===== src/rtl/stair_scroller.sv =====
// Stair animation: draw N_STAIRS boxes, hold for FRAMES ticks, erase, move up.
// One pixel per cycle; x/y/colour/plot are registered one cycle after the scan.
module stair_scroller #(
   parameter int         W        = 40,
   parameter int         H        = 5,
   parameter int         N_STAIRS = 2,
   parameter int         X0       = 60,
   parameter int         X_STEP   = 40,
   parameter int         Y0       = 40,
   parameter int         Y_STEP   = 30,
   parameter int         Y_WRAP   = 116,
   parameter int         DELAY    = 833334,
   parameter int         FRAMES   = 4,
   parameter logic [2:0] COLOUR   = 3'b100
) (
   input  logic       clock,
   input  logic       reset,
   input  logic       go,
   input  logic       stop,
   output logic [7:0] x,
   output logic [6:0] y,
   output logic [2:0] colour,
   output logic       plot,
   output logic       busy,
   output logic       moved
);

   localparam int SW = (N_STAIRS > 1) ? $clog2(N_STAIRS) : 1;
   localparam int RW = (H > 1) ? $clog2(H) : 1;
   localparam int CW = (W > 1) ? $clog2(W) : 1;
   localparam int DW = (DELAY > 1) ? $clog2(DELAY) : 1;
   localparam int FW = (FRAMES > 1) ? $clog2(FRAMES) : 1;

   typedef enum logic [2:0] {
      S_IDLE,
      S_GO_WAIT,
      S_DRAW,
      S_HOLD,
      S_ERASE,
      S_UPDATE
   } state_t;

   state_t r_state;
   state_t w_next;

   logic [SW-1:0] r_si;
   logic [RW-1:0] r_row;
   logic [CW-1:0] r_col;
   logic [DW-1:0] r_dly;
   logic [FW-1:0] r_frm;
   logic [6:0]    r_ystair [N_STAIRS];

   logic       w_scan;
   logic       w_last;
   logic       w_tick;
   logic       w_hold_done;
   logic [8:0] w_xs;
   logic [8:0] w_ys;

   assign w_last = (r_si == SW'(N_STAIRS - 1)) &&
                   (r_row == RW'(H - 1)) &&
                   (r_col == CW'(W - 1));
   assign w_tick      = (r_dly == '0);
   assign w_hold_done = w_tick && (r_frm == FW'(FRAMES - 1));

   // 9-bit sums; anything past the screen is clipped via plot
   always_comb begin
      w_xs = 9'(X0 + int'(r_si) * X_STEP + int'(r_col));
      w_ys = 9'({2'b00, r_ystair[r_si]} + 9'(r_row));
   end

   always_ff @(posedge clock) begin
      if (reset) r_state <= S_IDLE;
      else       r_state <= w_next;
   end

   always_comb begin
      w_next = r_state;
      case (r_state)
         S_IDLE:    if (go)          w_next = S_GO_WAIT;
         S_GO_WAIT: if (!go)         w_next = S_DRAW;
         S_DRAW:    if (w_last)      w_next = S_HOLD;
         S_HOLD:    if (w_hold_done) w_next = S_ERASE;
         S_ERASE:   if (w_last)      w_next = stop ? S_IDLE : S_UPDATE;
         S_UPDATE:  w_next = S_DRAW;
         default:   w_next = S_IDLE;
      endcase
   end

   always_comb begin
      w_scan = (r_state == S_DRAW) || (r_state == S_ERASE);
      busy   = (r_state != S_IDLE);
      moved  = (r_state == S_UPDATE);
   end

   always_ff @(posedge clock) begin
      if (reset) begin
         r_si   <= '0;
         r_row  <= '0;
         r_col  <= '0;
         r_dly  <= '0;
         r_frm  <= '0;
         x      <= '0;
         y      <= '0;
         colour <= '0;
         plot   <= 1'b0;
         for (int i = 0; i < N_STAIRS; i++)
            r_ystair[i] <= 7'((Y0 + i * Y_STEP) % 128);
      end else begin
         plot <= 1'b0;
         if (w_scan) begin
            x      <= w_xs[7:0];
            y      <= w_ys[6:0];
            colour <= (r_state == S_DRAW) ? COLOUR : 3'b000;
            plot   <= (w_ys <= 9'd119) && (w_xs <= 9'd159);
            if (r_col == CW'(W - 1)) begin
               r_col <= '0;
               if (r_row == RW'(H - 1)) begin
                  r_row <= '0;
                  r_si  <= w_last ? '0 : r_si + SW'(1);
               end else begin
                  r_row <= r_row + RW'(1);
               end
            end else begin
               r_col <= r_col + CW'(1);
            end
         end
         if ((r_state == S_DRAW) && w_last) begin
            r_dly <= DW'(DELAY - 1);
            r_frm <= '0;
         end else if (r_state == S_HOLD) begin
            if (w_tick) begin
               r_dly <= DW'(DELAY - 1);
               r_frm <= w_hold_done ? '0 : r_frm + FW'(1);
            end else begin
               r_dly <= r_dly - DW'(1);
            end
         end
         if (r_state == S_UPDATE) begin
            for (int i = 0; i < N_STAIRS; i++)
               r_ystair[i] <= (r_ystair[i] == 7'd0) ? 7'(Y_WRAP)
                                                    : r_ystair[i] - 7'd1;
         end
      end
   end

endmodule


===== config.mk =====
export PLATFORM = sky130hd
export DESIGN_NAME = stair_scroller
export DESIGN_NICKNAME = d
export VERILOG_FILES = /design/src/rtl/stair_scroller.sv
export SDC_FILE = /design/constraint.sdc
export NUM_CORES = 1
export LEC_CHECK = 0
export ABC_AREA = 1
export BUFFER_PORTS_ARGS = -buffer_cell sky130_fd_sc_hd__buf_4
export CELL_PAD_IN_SITES_DETAIL_PLACEMENT = 1
export CELL_PAD_IN_SITES_GLOBAL_PLACEMENT = 2
export CORE_MARGIN = 8
export CORE_UTILIZATION = 35
export DETAILED_ROUTE_END_ITERATION = 12
export PLACE_DENSITY_LB_ADDON = 0.1
export SLEW_MARGIN = 30
export SYNTH_ARGS = -nofsm -noshare
export SYNTH_HDL_FRONTEND = slang
export SYNTH_SLANG_ARGS = --single-unit

===== constraint.sdc =====
create_clock -name clock -period 2.77 [get_ports clock]
set_input_delay 0 -clock clock [delete_from_list [all_inputs] [get_ports clock]]
set_output_delay 0 -clock clock [all_outputs]
set_load 0.02 [all_outputs]

Word-level counts from Yosys, hierarchy flattened
Memories as Yosys holds them, arrays and structs flattened. A register that Yosys moved wholly into a read port is not among the register bits. Cells that the tools add are included.

Add/subtract/negate cells: 10. Mux-type cells: 26. Order comparisons: 2. Reduce and logical (&&, ||, !) cells: 18. Multipliers: 1. Equality and inequality tests: 13. Bitwise logic cells: 3.

Operators by type and width (count): $mux 20 (3); $mux 7 (4); $mux 3 (8); $logic_not 20->1 (1); $sub 20x1->20 const B (1); $pmux 3 s6 (1); $logic_not 7->1 (2); $sub 7x1->7 const B (2); $ne 2x2->1 const B (5); $add 8x6->9 (1); $eq 3x3->1 const B (3); $le 9x8->1 const B (1); $add 6x7->8 const A (1); $add 7x3->8 (1); $le 8x7->1 const B (1); $mux 1 (8); $add 6x1->6 const B (1); $eq 3x2->1 const B (2); $eq 6x6->1 const B (1); $mux 6 (1); $logic_and 1x1->1 (5); $reduce_and 5->1 (1); $mul 1x3->4 const B (1); $reduce_and 2->1 (2); other kinds (14) (16).

Bits in writable memories: 14. Input port bits: 4. Output and inout bits: 21. Bits in registers: 54. Memories: 1.

Memory list: r_ystair (depth 2, width 7, rd ports 3, clocked after Yosys merged registers in 1, wr ports 2, RTL line 51) `logic [6:0] r_ystair [N_STAIRS];`.

Longest topological paths before layout
Gate-level depths: netlist (run 1).

Depth after elaboration: 6. Gate-level depth with buffers: 12. Mapped depth without buffers: 12.

Least setup slack after synthesis (run 1)
No wires, ideal clock.

Kind: register -> register. Start: register r_col[3]. End: register plot. Clock period less this slack: 1.984 ns. Stages on the path, launching flop included: 13. Library setup time: 0.122 ns. Arrival: 1.862 ns. Path slack: 0.786 ns. Path through: dfxtp_1 > inv_1 > ha_1 > inv_1 > ha_1 > fa_1 > nand2_1 > nor3_1 > nor2_1 > nand2_1 > nand2_1 > nand2_1 > a21oi_1.

Cells in the longest elaborated chain, start to end: 3.

RTL lines: start: declaration (RTL line 48) `logic [CW-1:0] r_col;`; start signal: assignment (RTL line 125) `r_col <= r_col + CW'(1);`; $add 8x6->9 (RTL line 68) `w_xs = 9'(X0 + int'(r_si) * X_STEP + int'(r_col));`; named net w_xs[4] (RTL line 57) `logic [8:0] w_xs;`; $le 9x8->1 (RTL line 115) `plot <= (w_ys <= 9'd119) && (w_xs <= 9'd159);`; $logic_and 1x1->1 (RTL line 115); end signal: assignment (RTL line 115); end: declaration (RTL line 23) `output logic plot,`.

The timed path passes the listed nets, and every way through them passes these cells. A chain may end at the register's enable or synchronous reset.

Final worst setup path (run 1)
Same ends and word-level chain as after synthesis.

==> results of run 1 <==
cells in the final DEF, fill, tap and decap left out, types with 7 or more instances in the layout:
cell type / netlist / routed
a21oi_1: 28 / 28
buf_4: 2 / 26
clkbuf_16: 0 / 9
dfxtp_1: 53 / 53
edfxtp_1: 14 / 14
ha_1: 19 / 19
inv_1: 70 / 70
inv_2: 7 / 7
nand2_1: 111 / 111
nand3_1: 38 / 38
nor2_1: 81 / 81
nor2_2: 8 / 8
nor3_1: 11 / 11
o21ai_0: 30 / 29
xor2_1: 13 / 13
timing repair:
action                                 4_1_cts  5_1_grt
gates resized for setup                      0        0
setup buffers                                0        0
endpoints found under the hold margin        8        0
hold buffers                                 1        0
synth_stat cells, types with 5 or more instances:
cell | n | area (sq um)
nand2_1 | 111 | 417
nor2_2 | 8 | 50.1
nor3_1 | 11 | 55.1
xor2_1 | 13 | 114
nand2_2 | 5 | 31.3
a21oi_1 | 28 | 140
inv_1 | 70 | 263
edfxtp_1 | 14 | 420
dfxtp_1 | 53 | 1060
nand3b_1 | 5 | 37.5
nor2_1 | 81 | 304
nand3_1 | 38 | 190
o21ai_0 | 30 | 150
ha_1 | 19 | 238
inv_2 | 7 | 26.3
logic make-up (layout without fill, tap and decap cells):
logic type	after synthesis	count (layout)	synth area share, %
DFF	67	67	37.3
AOI/OAI and AO/OA	74	74	10.4
other	1	2	0.0943
adders and majority gates	21	21	6.99
buffers and inverters	92	121	9.75
xor gates and xnor gates	16	16	3.52
and+or+nand+nor	278	278	32.0
power by group:
group | internal [uW] | switching, uW
Combinational | 747 | 1480
Sequential | 1250 | 207
Clock | 633 | 412
Total | 2630 | 2090
metal layers:
layer | up-vias | share of wire, % | routed length (um) | GRT usage, %
met1 | 1643 | 47 | 4820 | 18.0
met2 | 32 | 49 | 5080 | 26.7
met4 | 0 | 1.6 | 161 | 6.63
met3 | 14 | 2.2 | 231 | 2.67
li1 | 1792 | - | - | -
met5 | - | 0 | 0 | 0
registers in the layout (all words and copies together) (netlist names), named ones only:
signal	count
r_frm	2
r_state	3
r_dly	20
y	7
r_col	6
colour	1
r_ystair	14
plot	1
r_row	3
x	8
r_si	1
worst paths after layout:
path            start          to  slack [ps]  cells after the start
min reg2reg      x[0]        x[0]         460                      2
max reg2reg  r_col[3]        plot         650                     12
min              stop  r_state[0]          70                      6
max          r_col[3]        plot         650                     12
area by class of cell:
class / instances / area (sq um) / share of cell area, %
clock buffer: 16 / 262 / 5.77
inverter: 78 / 293 / 6.46
sequential: 67 / 1480 / 32.7
multi-input combinational: 391 / 2110 / 46.6
timing repair buffer: 27 / 205 / 4.53
tap: 143 / 179 / 3.95
stage by stage:
| stage | instance area (sq um) | power [uW] | std cells | util, % |
|---|---|---|---|---|
| after floorplan | 3980 | 3090 | 550 | - |
| after global placement | 4260 | 3690 | 705 | 37.8 |
| after detailed placement | 4260 | 3750 | 705 | 37.8 |
| after CTS | 4530 | 4830 | 722 | 40.2 |
| after global routing | 4530 | 5180 | 722 | 40.2 |
| final | 4530 | 4730 | 722 | 40.2 |
worst register-to-register path: stages, from the launching register on:
cell	delay (ps)
dfxtp_1	390
inv_1	90
ha_1	280
inv_1	50
ha_1	210
fa_1	510
nand2_1	60
nor3_1	160
nor2_1	60
nand2_1	70
nand2_1	50
nand2_1	50
a21oi_1	30
==> summary.txt, run 1 <==
sequential fraction of the synthesis area - 37.3%
Post-Syn Area per Cell - 7.24 sq um
synthesized area - 3980 sq um
Post-synth EDFFs - 14
final net count - 599
vias post-DR - 3481
CTS H-Tree Depth - 3
Top cell by count, worst path - nand2_1
worst skew pair latency - 330 ps
Async SR Flop Fraction - 0%
initial core utilization - 35.3%
Worst setup EP type - register
# diodes - 0
crit path kind - register to register
Main synth FF type - dfxtp_1
Slew HR - 67.4%
Final Wtd Congestion - 0.783
drt first pass iters - 4
I/O Pins - 25
WL/cell - 14.3 um
Core ar. - 11300 sq um
worst-margin pin slew - 485 ps
RSZ-0062 raised after global routing - false
root buffer cell - clkbuf_16
Layout fillers - 1441
Die Area - 15000 sq um
flop and latch count out of synthesis - 67
total track usage - 15.3%
family with the most delay on the worst path - adder cells
WP data arrival - 2330 ps
Crit Path Max Fanout - 4
Tmin final - 2120 ps
Buf/Inv on CP - 2
clock sink total - 67
Die Y - 123 um
Clock Path Buffers - 2
dpl hpwl - 7890 um
initial DRC count - 150
IO Port Bufs - 22
Min Hold Slack - 69.6 ps
CP cell instances - inv_1 > ha_1 > inv_1 > ha_1 > fa_1 > nand2_1 > nor3_1 > nor2_1 > nand2_1 > nand2_1 > nand2_1 > a21oi_1
vias per cell - 4.82
pin count of the biggest net entering global routing - 34
initial antenna violation count - 0
Syn Inst Count - 549
pwr/cell area - 1040 nW/um^2
setup TNS - 0 ps
Die X - 123 um
worst slack at placement - 633 ps
LEAKAGE - 0.00213 uW
row cnt - 39
max_cap viols - 0
Hold Crit Class - input pin to register
Clock transition at path regs - 50 ps
Synth cell types - 44
final worst-path cycle share - 76.5%
Critical Path Slowest Stage Cell - fa_1
layout cells sized above 1 - 12.8%
TritonCTS Buffers - 9
status - complete, no violations
setup ws final - 652 ps
GRT overflow - 0
clock skew - 6.60 ps
# setup viols final - 0
crit start category - register
slowest stage delay, CP - 510 ps
Area Growth Syn to Fin - 14.0%
Peak VDD IR - 400 uV
fin. max-slew vios - 0
Crit path required time - 2990 ps
first-pass GRT wire length - 18000 um
FMAX - 472 MHz
Routed Antenna Nets - 0
vias in the first global route - 3744
DRC viols - 0
Hold Vio Cnt, Final - 0
CTS tree - built
synth warn - 0
WL final - 10300 um
No activity file was read; power rests on OpenSTA's default activity.
==> run 2, diff against run 1 <==
Clock period 2.77 ns to 2.1 ns, I/O delays scaled along.
==> summary.txt, run 2 (synthesis gave the netlist of run 1 again) <==
# diodes - 0
layout cells sized above 1 - 16.1%
crit start category - register
worst skew pair latency - 340 ps
Biggest register - r_dly
leading cell type in the layout, fill and taps excluded - nand2_1
Hold Vio Cnt, Final - 0
FMAX - 500 MHz
Post-Layout Cell Count - 733
final net count - 610
Crit Path Max Fanout - 3
fin. max-slew vios - 0
Largest regs - r_dly: 20 flops, r_ystair: 14 flops, x: 8 flops
Routed Antenna Nets - 0
slowest stage delay, CP - 520 ps
I/O Pins - 25
initial core utilization - 35.3%
Clock transition at path regs - 60 ps
IO Port Bufs - 22
vias in the first global route - 3636
setup TNS - 0 ps
Hold Crit Class - input pin to register
max FFs per register - 20
WL/cell - 14.9 um
status - complete, no violations
Area Growth Syn to Fin - 17.2%
DRC viols - 0
pwr/cell area - 1360 nW/um^2
Die Y - 123 um
CTS H-Tree Depth - 3
CP cell instances - inv_1 > ha_1 > inv_2 > ha_4 > fa_1 > nand2_1 > nor3_2 > nor2_1 > nand2_1 > nand2_1 > nand2_1 > a21oi_1
Die X - 123 um
WL final - 10900 um
placed inst area - 4320 sq um
cell total after placement - 713
Final Wtd Congestion - 0.810
first-pass GRT wire length - 17900 um
Die Area - 15000 sq um
vias per cell - 4.81
initial antenna violation count - 0
post-route cell area - 4660 sq um
CTS tree - built
final worst-path cycle share - 95.3%
max_cap viols - 0
# setup viols final - 0
initial DRC count - 120
drt first pass iters - 6
vias post-DR - 3527
Clock Path Buffers - 2
row cnt - 39
most frequent cells in the layout - 111 x nand2_1, 81 x nor2_1, 68 x inv_1, 51 x dfxtp_1, 38 x nand3_1
total track usage - 15.3%
GRT overflow - 0
root buffer cell - clkbuf_16
dpl hpwl - 8210 um
Critical Path Slowest Stage Cell - fa_1
Post-Route Utilization - 41.3%
Top cell by count, worst path - nand2_1
Core ar. - 11300 sq um
Total Power - 6340 uW
clock skew - 3.15 ps
TritonCTS Buffers - 9
LEAKAGE - 0.00221 uW
Layout fillers - 1427
clock sink total - 67
Worst setup EP type - register
Tmin final - 2000 ps
WP data arrival - 2220 ps
Peak VDD IR - 734 uV
Crit path required time - 2320 ps
pin count of the biggest net entering global routing - 26
crit path kind - register to register
run 2: worst paths after layout:
| path | start | endpoint | slack (ps) | cells after the start |
|---|---|---|---|---|
| hold reg to reg | x[0] | x[0] | 470 | 2 |
| hold / removal | stop | r_state[0] | 60 | 6 |
| setup / recovery | r_col[3] | plot | 100 | 12 |
| setup reg to reg | r_col[3] | plot | 100 | 12 |
run 2: per-layer routing:
| layer | GRT usage (%) | wire length, um | part of all wire [%] |
|---|---|---|---|
| met1 | 18.6 | 5140 | 47 |
| met2 | 26.1 | 5400 | 50 |
| met3 | 2.94 | 179 | 1.6 |
| met4 | 6.40 | 184 | 1.7 |
| met5 | 0 | 0 | 0 |
run 2: critical path: cells and delay by family (launching register included):
| family | cells | cell delay (ps) |
|---|---|---|
| fa+ha+maj | 3 | 960 |
| buf+inv | 2 | 110 |
| simple gates | 6 | 470 |
| compound gates | 1 | 40 |
| flops | 1 | 320 |
run 2: timing repair:
action / in CTS / in global routing
hold endpoints to repair: 8 / 0
endpoints found under the setup margin: 0 / 2
hold buffers: 1 / 0
buffers inserted: 0 / 3
resized for setup: 0 / 10
run 2: report_power, final:
group          internal, uW  switching [uW]
clock network           861             556
logic                  1030            1980
registers              1650             265
total                  3540            2800
run 2: final cells by class:
cell class | count | area (sq um) | area share (%)
clock inverter | 2 | 10.0 | 0.215
timing repair buffer | 38 | 288 | 6.17
inverter | 78 | 293 | 6.28
multi-input combinational | 391 | 2140 | 46.0
sequential | 67 | 1480 | 31.8
clock buffer | 14 | 264 | 5.66
tap | 143 | 179 | 3.84
run 2: stage by stage:
stage               worst slack (ps)  hold slack, ps
floorplan                        116             240
global placement                 102             310
detailed placement              69.4             311
CTS                             33.1            48.4
global route                   -29.0            81.3
finish                          99.0            63.5
